$ cat src/rtl/cond_ctrl.sv
// Condition-flag controller: tracks in-flight flag setters, stalls flag readers and commits ALU flags.
// Optional macro COND_FWD_EN lets a reader take the retiring setter's flags in the same cycle.
module cond_ctrl #(
    parameter int FLAG_W = 4,
    parameter int MAX_INFLIGHT = 3,
    parameter logic [FLAG_W-1:0] RESET_COND = 4'b1110,
    parameter int CW = $clog2(MAX_INFLIGHT + 1)
) (
    input  logic              clk,
    input  logic              rst,
    input  logic              id_valid,
    input  logic              id_set_cond,
    input  logic              id_use_cond,
    input  logic              ex_done,
    input  logic [FLAG_W-1:0] alu_flags,
    input  logic              flush,
    output logic              stall,
    output logic [FLAG_W-1:0] read_cond,
    output logic [FLAG_W-1:0] cond,
    output logic [CW-1:0]     pending,
    output logic              err
);

    typedef enum logic [1:0] {
        IDLE = 2'd0,
        BUSY = 2'd1,
        HOLD = 2'd2
    } state_t;

    localparam logic [CW-1:0] maxCount = CW'(MAX_INFLIGHT);
    localparam logic [CW-1:0] oneCount = CW'(1);

    state_t        state;
    logic          fwdHit;
    logic          readHazard;
    logic          fullHazard;
    logic          setterAccepted;
    logic          retire;
    logic          protoErr;
    logic [CW-1:0] nextPending;

    // IDLE is kept equivalent to an empty counter, so the state doubles as the "nothing in flight" test.
    always_comb begin
        fwdHit = 1'b0;
`ifdef COND_FWD_EN
        fwdHit = (pending == oneCount) && ex_done && !flush;
`endif
        readHazard = id_valid && id_use_cond && (state != IDLE) && !fwdHit;
        fullHazard = id_valid && id_set_cond && (pending == maxCount) && !ex_done;
        stall = !flush && (readHazard || fullHazard);
        read_cond = fwdHit ? alu_flags : cond;
        setterAccepted = id_valid && id_set_cond && !stall && !flush;
        retire = ex_done && (state != IDLE);
        protoErr = ex_done && (state == IDLE);
        nextPending = pending;
        if (flush) begin
            nextPending = '0;
        end else if (setterAccepted && !retire) begin
            nextPending = pending + oneCount;
        end else if (retire && !setterAccepted) begin
            nextPending = pending - oneCount;
        end
    end

    // Flush only squashes younger setters; an ex_done in the same cycle is older and still commits.
    always_ff @(posedge clk or posedge rst) begin
        if (rst) begin
            cond    <= RESET_COND;
            pending <= '0;
            err     <= 1'b0;
            state   <= IDLE;
        end else begin
            pending <= nextPending;
            if (retire) begin
                cond <= alu_flags;
            end
            if (protoErr) begin
                err <= 1'b1;
            end
            if (nextPending == '0) begin
                state <= IDLE;
            end else if (stall) begin
                state <= HOLD;
            end else begin
                state <= BUSY;
            end
        end
    end

endmodule
$ cat config.mk
export PLATFORM = sky130hd
export DESIGN_NAME = cond_ctrl
export DESIGN_NICKNAME = d
export VERILOG_FILES = /design/src/rtl/cond_ctrl.sv
export SDC_FILE = /design/constraint.sdc
export NUM_CORES = 1
export LEC_CHECK = 0
export CAP_MARGIN = 10
export CORE_MARGIN = 5
export CORE_UTILIZATION = 40
export DETAILED_ROUTE_END_ITERATION = 8
export GPL_TIMING_DRIVEN = 0
export HOLD_SLACK_MARGIN = 0.08
export PLACE_DENSITY = 0.87
export SLEW_MARGIN = 15
export SYNTH_ARGS = -nofsm -noshare
export SYNTH_HDL_FRONTEND = slang
export SYNTH_SLANG_ARGS = --single-unit
export TNS_END_PERCENT = 1
$ cat constraint.sdc
create_clock -name clk -period 1.7 [get_ports clk]
set_input_delay 0.17 -clock clk [delete_from_list [all_inputs] [get_ports clk]]
set_output_delay 0.17 -clock clk [all_outputs]
set_load 0.01 [all_outputs]
==> results.md, run 1 <==
- The final core utilization is between 60 and 70%.
- The design draws ~0.0011 W.
- For the worst flop-to-flop path, the logic depth is 4.
- The number of sinks handled by clock tree synthesis is 9.
- The number of buffers on the longest clock path is 2.
- The first detailed-routing pass ran for 4 iterations.
- The floorplan core area is around 1300 sq um.
- In the routed layout, each cell is associated on average with a via count of around 4.8.
- For this run, global-route usage on met3 was measured as under 10%.
- At the worst endpoint, the required time is 1.53 ns.
- The height of the die is about 47 um.
- The total CTS buffers is 3.
- After detailed routing, the total wire length is 1.23 mm.
- The effective utilization at floorplan is 41.8%.
- The routing usage on met1 is between 10% and 20%.
- Detailed routing inserted a total of between 400 and 500 vias.
- After detailed routing, the average wire length per cell comes to around 12 um.
- The via count of the first global-routing pass is 440.
- The first-pass GRT wire length is approximately 1.9 mm.
- The clock period could shrink to ~1.6 ns.
- The type of the tightest min-delay check is input pin to asynchronous set/reset pin.
- The endpoint identified for the worst register-to-register timing path is state[0]$_DFF_PP0_.
- The setup slack after placement is -0.174 ns.
- The number of distinct standard cells referenced by the synthesized netlist is 20.
- The startpoint identified for the worst register-to-register timing path is state[1]$_DFF_PP0_.
- The fmax is roughly 0.63 GHz.
- Clock-pin slew was measured on the worst setup and hold paths at roughly 0.060 ns.
- STA classifies the critical path endpoint as an output port.
- The total DRC errors in the routed layout is 0.
- The arithmetic-cell share of the synthesized area counting full adders, half adders and majority gates is around 2.3%.
- Measured along the x axis, the die boundary spans around 47 um.
- The CTS tree is done.
- Sequential elements use 42.7% of the synthesized area.
- The count of antenna-violating nets left after detailed routing is 0.
- The detailed router finished its first iteration with 9 violations.
- The half-perimeter wire length of the detailed placement result is about 930 um.
- The flow ran to the end, and the final reports show no timing, DRC or antenna violations.
- The final setup violation count is 0.
- The dominant combinational cell family by area after synthesis is simple AND/OR/NAND/NOR gates.
- The number of placed cells counting well taps is 94.
- The type of the worst setup path is flip-flop to output port.
- For this run, the number of Yosys warnings is 0.
- The startpoint of the most critical setup path is pending[0]$_DFF_PP0_.
- The initial antenna violation count came to 0.
- In the synthesized netlist, the number of instances is 57.
- Of the total synthesized cell area, the portion taken by AND, OR, NAND and NOR gates is about a quarter.
- Entering global routing, the biggest net connects 11 pins.
- CTS placed an instance of sky130_fd_sc_hd__clkbuf_4 at the clock tree root.
- The floorplan has 13 rows.
- Across the whole layout, storage elements account for around 230 sq um.
- The global route total overflow is 0.
- The synthesized netlist devotes under 10% of its cell area to XOR and XNOR gates.
- The fraction of layout cells with a size suffix above 1 is approximately a quarter.
- The area growth from synthesis to layout is 52.7%.
- The total count of max-transition violations in the final report is 0.
- The number of antenna diodes in the final layout is 0.
- In this run, synthesis produced a sequential element count of 9.
- The summed instance area of the synthesized netlist is about 540 sq um.
- In this run the number of H-tree levels came out at 1.
- At the worst endpoint, the arrival time is roughly 1.4 ns.
- The number of fillers in the final layout is between 100 and 150.
- The maximum fanout count along the critical path is 3.
- At the pin with the least slew margin, the transition time is roughly 0.5 ns.
- The global-route met2 utilization is 21.2%.
- The count of cells in the finished layout, fillers not included, comes to 100.
- The boundary pin count is 23.
- Multiplexer cells account for 0% of the synthesized area.
- The area of the multi-input gates is about 270 sq um.
- After global routing, the most crowded layer is met2.
- Once routing completed, OpenROAD measured the worst setup slack at 0.100 ns.
- The number of buffer cells added on primary ports is 22.
- The area of the die is approximately 2200 sq um.
- Setup repair after global routing left no endpoint under its margin.
- Across the run, the number of max-cap violations was 0.
- The final setup skew is 0.00522 ns.
- The analysis attributes to cell leakage a power of 0.353 nW.
- The startpoint type of the worst setup path is a flip-flop.
- Global routing used 12.3% of the available tracks.
- The relative max-transition margin is 66.4%.
- The average instance in the mapped netlist occupies between 9 and 10 sq um.
- Synthesis produced a netlist with a net count of slightly below 70.
- In this run the power density over the cells is roughly 1400 nW/um^2.
- The fraction of the cycle the final worst path needs is 94.1%.
- The congestion estimate from routability-driven global placement came to approximately 0.8.
- The synthesized netlist devotes between 10% and 20% of its cell area to compound gates.
- In this run the register-to-register setup slack is around 0.24 ns.
- The number of hold violations in the final report was 0.
- The latest clock arrival within the worst-skew pair is around 0.27 ns.
- IR analysis of the VDD net gives a maximum drop of 0.666 mV.
- For the final routed database, the setup TNS stands at 0 ns.
- The number of nets in the final layout is 98.
==> report_power, final <==
part / switching (W) / internal (W) / leakage (nW)
clock network: 0.0000778 / 0.0000906 / 0.0150
registers: 0.0000457 / 0.000305 / 0.105
logic: 0.000241 / 0.000354 / 0.233
==> cells in the mapped netlist (all sizes together) <==
| library cell | number | area share [%] |
|---|---|---|
| buf | 5 | 7.0 |
| nor4b | 1 | 2.8 |
| dfrtp | 6 | 28 |
| o21ai | 2 | 2.6 |
| o2111ai | 1 | 4.9 |
| nand3 | 1 | 0.93 |
| nor4 | 1 | 2.3 |
| a21oi | 2 | 1.9 |
| a21o | 2 | 2.8 |
| nor2 | 4 | 2.8 |
| nand2 | 19 | 13 |
| ha | 1 | 2.3 |
| nand3b | 2 | 2.8 |
| a21boi | 1 | 3.5 |
| o21a | 1 | 1.4 |
| o211ai | 1 | 1.4 |
| inv | 2 | 1.4 |
| xnor2 | 2 | 3.3 |
| dfstp | 3 | 15 |
==> state kept, by name (all words and copies together) (netlist names) <==
name     flops
err          1
cond         4
pending      2
state        2
==> per-layer routing <==
layer,vias to the layer above,part of all wire (%)
met5,-,0
met3,3,10
li1,244,-
met1,208,39
met4,0,1.9
met2,20,49
==> kinds of logic after synthesis <==
logic type,count (synthesis)
buffers and inverters,7
DFF,9
and+or+nand+nor,28
adders and majority gates,1
xor gates and xnor gates,2
AOI/OAI and AO/OA,10
==> worst max-delay path by stage <==
stage / endpoint / cells past startpoint
after floorplan: state[0]$_DFF_PP0_ / 4
after detailed placement: stall / 6
after CTS: stall / 6
after global placement: stall / 6
final: stall / 6
after global routing: stall / 6
==> metrics by stage <==
stage	area, sq um	hold slack (ns)
after floorplan	537	-0.00423
after global placement	776	0.436
after detailed placement	776	0.449
after CTS	816	0.168
after global routing	820	0.205
final	820	0.151
==> what timing repair did <==
action                                  in CTS  in global routing
resized for setup                            3                  2
endpoints found under the setup margin       1                  1
pin swaps                                    0                  0
setup buffers                                2                  0
hold buffers                                 0                  0
==> area by class of cell <==
| class | instances | area share (%) |
|---|---|---|
| timing repair buffer | 24 | 28.5 |
| sequential | 9 | 28.1 |
| clock buffer | 4 | 3.21 |
| inverter | 2 | 0.916 |
| buffer | 5 | 4.58 |
| multi-input combinational | 41 | 32.4 |
| tap | 15 | 2.29 |
==> cells in the final DEF, fill, tap and decap left out, drive strengths merged <==
master,instances
nor4,1
clkbuf,4
o2111ai,1
dfstp,3
a21o,2
o211ai,1
dlygate4sd2,1
nor2,4
a21boi,1
nand3,1
clkdlybuf4s50,20
o21a,1
nand3b,2
ha,1
nor4b,1
nand2,19
xnor2,2
dfrtp,6
a21oi,2
o21ai,2
inv,2
clkdlybuf4s15,1
buf,7
==> worst max-delay path: stages (launching register included) <==
cell                              delay, ns
sky130_fd_sc_hd__dfrtp_2               0.41
sky130_fd_sc_hd__ha_1                  0.21
sky130_fd_sc_hd__nand3b_1              0.08
sky130_fd_sc_hd__nand2_1               0.08
sky130_fd_sc_hd__nand2_2               0.11
sky130_fd_sc_hd__nor2_1                0.05
sky130_fd_sc_hd__clkdlybuf4s15_1       0.23
Note: power is estimated with default switching activity, not from simulation.
==> run 2: changes to the inputs <==
--- a/config.mk
+++ b/config.mk
@@ -5,6 +5,7 @@
 export SDC_FILE = /design/constraint.sdc
 export NUM_CORES = 1
 export LEC_CHECK = 0
+export ABC_CLOCK_PERIOD_IN_PS = 1700
 export CAP_MARGIN = 10
 export CORE_MARGIN = 5
 export CORE_UTILIZATION = 40
==> constraint.sdc (replaced) <==
create_clock -name clk -period 1.7 [get_ports clk]
set_input_delay 0.17 -clock clk [delete_from_list [all_inputs] [get_ports clk]]
set_output_delay 0.17 -clock clk [all_outputs]
set_load 0.02 [all_outputs]
==> run 2 against run 1 <==
Flip-flop and latch count is the same. Worst setup slack lost 0.057 ns. Largest power group unchanged. Clock power is essentially flat. Register-to-register slack lost 0.02 ns. Clock-buffer cell count is the same. Largest cell class is now multi-input gates. Critical endpoint is now read_cond[3].
==> results.md, run 2 (synthesized netlist as in run 1, its figures left out) <==
- The worst register-to-register path ends at state[0]$_DFF_PP0_.
- The effective utilization at floorplan came to 41.8% (unchanged).
- The floorplan core area is 1280 sq um (unchanged).
- The number of buffer cells added on primary ports is 22 (unchanged).
- The via count of the first global-routing pass came to 429 (-2.5%).
- TritonCTS built the clock tree.
- The global route total overflow was 0 (unchanged).
- STA classifies the critical path startpoint as a flip-flop.
- The final critical delay including setup and external delays is 1.66 ns (+0.0570 ns).
- The slowest stage of the critical path belongs to the cell sky130_fd_sc_hd__clkdlybuf4s50_1.
- The count of antenna-violating nets left after detailed routing was 0 (unchanged).
- The final setup skew is 0.00785 ns (+0.00263 ns).
- Setup repair after global routing left no endpoint under its margin.
- The reg2reg setup slack is 0.22 ns (-0.02 ns).
- The count of cells along the worst register-to-register path was 4 (unchanged).
- From synthesis to final layout, the design area changed by 51.7%.
- The number of buffers on the longest clock path came to 2 (unchanged).
- The number of fillers in the final layout is 112 (-4.3%).
- The number of DRC markers after the initial detailed-route iteration is 11 (+2).
- The first-pass GRT wire length is 1.81 mm (-2.3%).
- The max-cap violation count is 0 (unchanged).
- The number of vias in the routed layout is 469 (-1.3%).
- STA classifies the critical path endpoint as an output port.
- The initial antenna violation count is 0 (unchanged).
- The setup slack after placement is -0.241 ns (-0.0679 ns).
- The post-route cell area is 815 sq um (-0.61%).
- The total global-route track usage is 12.2% (-0.16 points).
- The number of sinks handled by clock tree synthesis is 9 (unchanged).
- The area of the die is 2170 sq um (unchanged).
- The final core utilization is 63.4% (-0.39 points).
- The register ranked first by flip-flop count is cond.
- The number of antenna repair diodes is 0 (unchanged).
- The leakage power summed over all cells came to 0.352 nW (-0.23%).
- The latest clock arrival within the worst-skew pair was 0.27 ns (about the same).
- The total count of max-transition violations in the final report is 0 (unchanged).
- The signal on the critical path passes through buf_4 > clkdlybuf4s50_1.
- The fmax came to 0.604 GHz (-3.4%).
- The worst setup path is of the flip-flop to output port kind.
- The die boundary width is 46.6 um (unchanged).
- The worst flop-to-flop path startpoint is state[1]$_DFF_PP0_.
- The total CTS buffers is 3 (unchanged).
- The library cell used most frequently in the layout, excluding fill and tap cells, is sky130_fd_sc_hd__clkdlybuf4s50_1.
- In the final layout, the registers with the most flip-flops are cond x4, pending x2, state x2.
- The clock transition at the register clock pins on the worst setup and hold paths after CTS is 0.06 ns (about the same).
- The pin count of the biggest net entering global routing came to 11 (unchanged).
- The register area came to 231 sq um (+0.54%).
- The height of the die is 46.6 um (unchanged).
- The fraction of layout cells with a size suffix above 1 is 27.1% (+3.5 points).
- The transition time at the pin with the least slew margin was 0.489 ns (-0.0116 ns).
- The root buffer selected by CTS is sky130_fd_sc_hd__clkbuf_4.
- The boundary pin count is 23 (unchanged).
- The number of buffers added to fix hold violations after cts is 0 (unchanged).
- The final routed wire length divided by cell count is 12.3 um (-0.16%).
- The half-perimeter wire length of the detailed placement result was 932 um (unchanged).
- The deepest level of the CTS H-tree was 1 (unchanged).
- The number of nets in the final layout came to 98 (unchanged).
- The final worst slack was 0.0433 ns (-0.0570 ns).
- The maximum fanout count along the critical path is 3 (unchanged).
- The number of hold violations in the final report was 0 (unchanged).
- The library cells used most frequently in the layout, excluding fill and tap cells, are sky130_fd_sc_hd__clkdlybuf4s50_1 (20), sky130_fd_sc_hd__nand2_1 (18), sky130_fd_sc_hd__buf_4 (8).
- The routed wire length came to 1.23 mm (-0.16%).
- The critical path data arrival time came to 1.49 ns (+0.06 ns).
- The run finished with clean final reports.
- The number of cell rows is 13 (unchanged).
- The highest cell delay on the worst timing path is 0.58 ns (+0.17 ns).
- The total DRC errors in the routed layout was 0 (unchanged).
- The first-pass iteration count of the detailed router came to 4 (unchanged).
- The relative max-transition margin is 67.2% (+0.78 points).
- The areal power density over the cells is 1470 nW/um^2 (+8.1%).
- The routability-driven placement congestion ratio was 0.809 (unchanged).
- The required time at the worst-slack endpoint is 1.53 ns (about the same).
- The fraction of the cycle the final worst path needs is 97.5% (+3.4 points).
- The final setup violation count is 0 (unchanged).
- The maximum vdd ir drop is 0.685 mV (+2.9%).
- The area of the multi-input gates was 265 sq um (unchanged).
- The type of the tightest min-delay check is input pin to asynchronous set/reset pin.
- The number of flip-flops in the largest register is 4 (unchanged).
- The via density per instance came to 4.69 (-1.3%).
- The total placed instance area is 776 sq um (unchanged).
run 2: area by class of cell:
class                   instances  area share [%]
multi-input cells              41            32.6
flip-flops and latches          9            28.4
repair buffers                 24            28.0
plain buffers                   5            4.61
clock buffers                   4            3.23
well taps                      15            2.30
inverters                       2           0.922
run 2: routing by layer:
metal | vias up | GRT usage, % | routed length (um)
met5 | - | 0 | 0
met4 | 0 | 8.29 | 12
met3 | 2 | 3.52 | 125
met2 | 20 | 20.6 | 601
met1 | 203 | 12.8 | 486
li1 | 244 | - | -
run 2: metrics by stage:
stage	setup TNS (ns)	power (W)	std cells	hold slack, ns
6_report	0	0.00120	100	0.153
5_1_grt	0	0.00127	100	0.205
4_1_cts	0	0.00119	98	0.168
3_5_place_dp	-0.241	0.00102	94	0.449
3_3_place_gp	-0.206	0.00100	94	0.436
2_1_floorplan	0	0.000749	57	-0.00423
run 2: how the worst max path moves through the flow:
| stage | startpoint | to | slack (ns) | depth (start not counted) |
|---|---|---|---|---|
| 2_1_floorplan | pending[0]$_DFF_PP0_ | state[0]$_DFF_PP0_ | 0.26 | 4 |
| 3_3_place_gp | ex_done | stall | -0.21 | 6 |
| 3_5_place_dp | ex_done | stall | -0.24 | 6 |
| 4_1_cts | pending[0]$_DFF_PP0_ | stall | 0.02 | 6 |
| 5_1_grt | cond[1]$_DFFE_PP1P_ | read_cond[1] | 0.007 | 2 |
| 6_report | cond[3]$_DFFE_PP1P_ | read_cond[3] | 0.04 | 2 |
run 2: timing repair:
item	CTS	global route
setup buffers	0	2
endpoints found under the hold margin	0	0
resized for setup	4	4
endpoints found under the setup margin	1	2
run 2: worst max-delay path, delay by kind of cell, from the launching register on:
kind | cells | cell delay [ns]
buffers and inverters | 2 | 0.68
DFF | 1 | 0.54
run 2: power breakdown:
group,switching (W),internal (W)
combinational,0.000314,0.000352
sequential,0.0000559,0.000306
clock,0.0000780,0.0000906
total,0.000448,0.000749
==> run 3: changes to the inputs <==
--- a/config.mk
+++ b/config.mk
@@ -12,7 +12,7 @@
 export DETAILED_ROUTE_END_ITERATION = 8
 export GPL_TIMING_DRIVEN = 0
 export HOLD_SLACK_MARGIN = 0.08
-export PLACE_DENSITY = 0.87
+export PLACE_DENSITY = 0.72
 export SLEW_MARGIN = 15
 export SYNTH_ARGS = -nofsm -noshare
 export SYNTH_HDL_FRONTEND = slang
==> run 3 against run 2 <==
Clock-buffer cell count stayed put. First-iteration DRC count fell by 73%. Sequential share of layout area increased by 0.53 points. Cell count down 2.0%. Clock skew shrank 0.0028 ns. Sequential power up 1%. Flip-flop and latch count stayed put. Core utilization down 1.2 points. Worst setup slack gained 0.0037 ns.
==> results.md, run 3 (synthesized netlist as in run 1, its figures left out) <==
- The number of buffers on the longest clock path is 2 (unchanged).
- The fmax is 0.605 GHz (+0.23%).
- The routed wire length is 1.13 mm (-7.5%).
- The startpoint identified for the worst register-to-register timing path is state[1]$_DFF_PP0_.
- The register share of total power came to 31.3% (+1.0 points).
- The reg2reg setup slack is 0.25 ns (+0.03 ns).
- The clock transition at the register clock pins on the worst setup and hold paths after CTS is 0.06 ns (about the same).
- The global route total overflow was 0 (unchanged).
- The first-pass GRT wire length is 1.75 mm (-3.8%).
- The relative max-transition margin is 67.9% (+0.75 points).
- The root buffer selected by CTS is sky130_fd_sc_hd__clkbuf_4.
- The fraction of the cycle the final worst path needs is 97.2% (-0.22 points).
- The final setup skew is 0.00509 ns (-0.00276 ns).
- The total CTS buffers is 3 (unchanged).
- The required time at the worst-slack endpoint was 1.53 ns (about the same).
- The net load switching power was 0.000437 W (-2.5%).
- The boundary pin count is 23 (unchanged).
- The number of buffers added to fix hold violations after cts came to 0 (unchanged).
- The area of the die came to 2170 sq um (unchanged).
- The number of sinks handled by clock tree synthesis is 9 (unchanged).
- The initial antenna violation count is 0 (unchanged).
- The share of total power in combinational logic is 54.8% (-0.8 points).
- The leakage power summed over all cells was 0.339 nW (-3.7%).
- The maximum vdd ir drop is 0.725 mV (+5.8%).
- The first-pass iteration count of the detailed router is 2 (-2).
- The fraction of layout cells with a size suffix above 1 was 22.9% (-4.2 points).
- The count of antenna-violating nets left after detailed routing is 0 (unchanged).
- The final core utilization was 62.2% (-1.2 points).
- The number of antenna repair diodes is 0 (unchanged).
- The floorplan core area came to 1280 sq um (unchanged).
- In the layout the commonest cells are sky130_fd_sc_hd__clkdlybuf4s50_1 (21), sky130_fd_sc_hd__nand2_1 (19), sky130_fd_sc_hd__buf_4 (5).
- The latest clock arrival within the worst-skew pair came to 0.26 ns (about the same).
- The internal power component came to 0.000738 W (-1.5%).
- The final worst slack is 0.0470 ns (+0.00373 ns).
- The areal power density over the cells is 1470 nW/um^2 (about the same).
- Grouping stages by cell kind, the critical path spends the most delay in buffers and inverters.
- The type of the tightest min-delay check is input pin to asynchronous set/reset pin.
- The number of vias in the routed layout is 472 (+0.64%).
- The total global-route track usage was 11.6% (-0.57 points).
- The switching share of power was 37.2% (-0.24 points).
- The register ranked first by flip-flop count is cond.
- The via density per instance is 4.82 (+2.7%).
- The transition time at the pin with the least slew margin came to 0.478 ns (-0.0111 ns).
- The height of the die came to 46.6 um (unchanged).
- The via count of the first global-routing pass came to 423 (-1.4%).
- The deepest level of the CTS H-tree is 1 (unchanged).
- The total DRC errors in the routed layout came to 0 (unchanged).
- The terminus of the critical flop-to-flop path is state[0]$_DFF_PP0_.
- The count of cells along the worst register-to-register path is 4 (unchanged).
- The total design power was 0.00117 W (-1.8%).
- The library cell used most frequently in the layout, excluding fill and tap cells, is sky130_fd_sc_hd__clkdlybuf4s50_1.
- The number of placed cells counting well taps is 94 (unchanged).
- The highest cell delay on the worst timing path is 0.59 ns (about the same).
- The pin count of the biggest net entering global routing is 11 (unchanged).
- The CTS tree is done.
- STA classifies the critical path endpoint as an output port.
- Setup repair after global routing left no endpoint under its margin.
- The number of buffer cells added on primary ports is 22 (unchanged).
- The die boundary width came to 46.6 um (unchanged).
- The startpoint type of the worst setup path is a flip-flop.
- The number of cell rows was 13 (unchanged).
- The portion of total power attributed to the clock network is 14.0% (about the same).
- Traced cell by cell, the critical path runs through buf_4 > clkdlybuf4s50_1.
- The effective utilization at floorplan came to 41.8% (unchanged).
- The final routed wire length divided by cell count is 11.6 um (-5.6%).
- The number of hold violations in the final report came to 0 (unchanged).
- The half-perimeter wire length of the detailed placement result is 901 um (-3.3%).
- The largest registers in the layout are cond x4, pending x2, state x2.
- The buffers plus inverters on the worst setup path is 2 (unchanged).
- The layout overhead on the synthesized area is 49.0%.
- The number of flip-flops in the largest register was 4 (unchanged).
- The number of DRC markers after the initial detailed-route iteration is 3 (-8).
- The count of placed standard cells in the final layout, fillers left out is 98 (-2.0%).
- The maximum fanout count along the critical path came to 3 (unchanged).
- The critical path data arrival time was 1.48 ns (about the same).
- The type of the worst setup path is flip-flop to output port.
- The routability-driven placement congestion ratio was 0.749 (-7.4%).
- On the critical path, the stage with the largest delay is an instance of sky130_fd_sc_hd__clkdlybuf4s50_1.
- The setup slack after placement is -0.203 ns (+0.0386 ns).
- The total count of max-transition violations in the final report is 0 (unchanged).
- The number of nets in the final layout is 96 (-2.0%).
- The final critical delay including setup and external delays is 1.65 ns (-0.00373 ns).
- The max-cap violation count is 0 (unchanged).
- The run finished with clean final reports.
- The final setup violation count is 0 (unchanged).
==> run 3: final cells by class <==
class	instances	area, sq um
clock buffers	4	26.3
fillers	132	485
multi-input cells	41	263
plain buffers	5	37.5
inverters	2	7.51
flip-flops and latches	9	231
well taps	15	18.8
repair buffers	22	215
==> run 3: worst reg2reg max path, delay by kind of cell (launching register included) <==
| family | cells | cell delay, ns |
|---|---|---|
| AO/OA/AOI/OAI | 2 | 0.69 |
| flip-flops | 1 | 0.42 |
| AND/OR/NAND/NOR | 2 | 0.22 |
==> run 3: repair_timing <==
action	in CTS	in global routing
endpoints found under the hold margin	0	0
endpoints found under the setup margin	1	1
cloned	0	0
gates resized for setup	3	2
setup buffers	0	0
==> run 3: metal layers <==
metal,wire (um),part of all wire [%],vias to the layer above,global-route usage (%)
li1,-,-,242,-
met1,486,43,207,13.5
met2,500,44,20,19.2
met3,124,11,3,2.73
met4,21,1.9,0,6.63
met5,0,0,-,0
==> run 3: how the worst max path moves through the flow <==
stage | start | endpoint | slack, ns | cells after the start
4_1_cts | pending[0]$_DFF_PP0_ | stall | 0.0004 | 6
6_report | cond[1]$_DFFE_PP1P_ | read_cond[1] | 0.05 | 2
3_5_place_dp | ex_done | stall | -0.20 | 6
2_1_floorplan | pending[0]$_DFF_PP0_ | state[0]$_DFF_PP0_ | 0.26 | 4
3_3_place_gp | ex_done | stall | -0.21 | 6
5_1_grt | cond[2]$_DFFE_PP1P_ | read_cond[2] | 0.004 | 2
==> run 3: per-stage QoR <==
stage	area, sq um	hold WS [ns]	TNS (ns)
after floorplan	537	-0.00423	0
after global placement	776	0.442	-0.214
after detailed placement	776	0.453	-0.203
after CTS	803	0.181	0
after global routing	800	0.223	0
final	800	0.167	0
==> run 3: power groups by stage <==
| stage | clock network [W] | logic [W] | registers (W) |
|---|---|---|---|
| 6_report | 0.000164 | 0.000643 | 0.000367 |
| 5_1_grt | 0.000177 | 0.000688 | 0.000380 |
| 4_1_cts | 0.000169 | 0.000654 | 0.000367 |
| 3_5_place_dp | 0 | 0.000652 | 0.000368 |
| 3_3_place_gp | 0 | 0.000645 | 0.000365 |
| 2_1_floorplan | 0 | 0.000313 | 0.000436 |
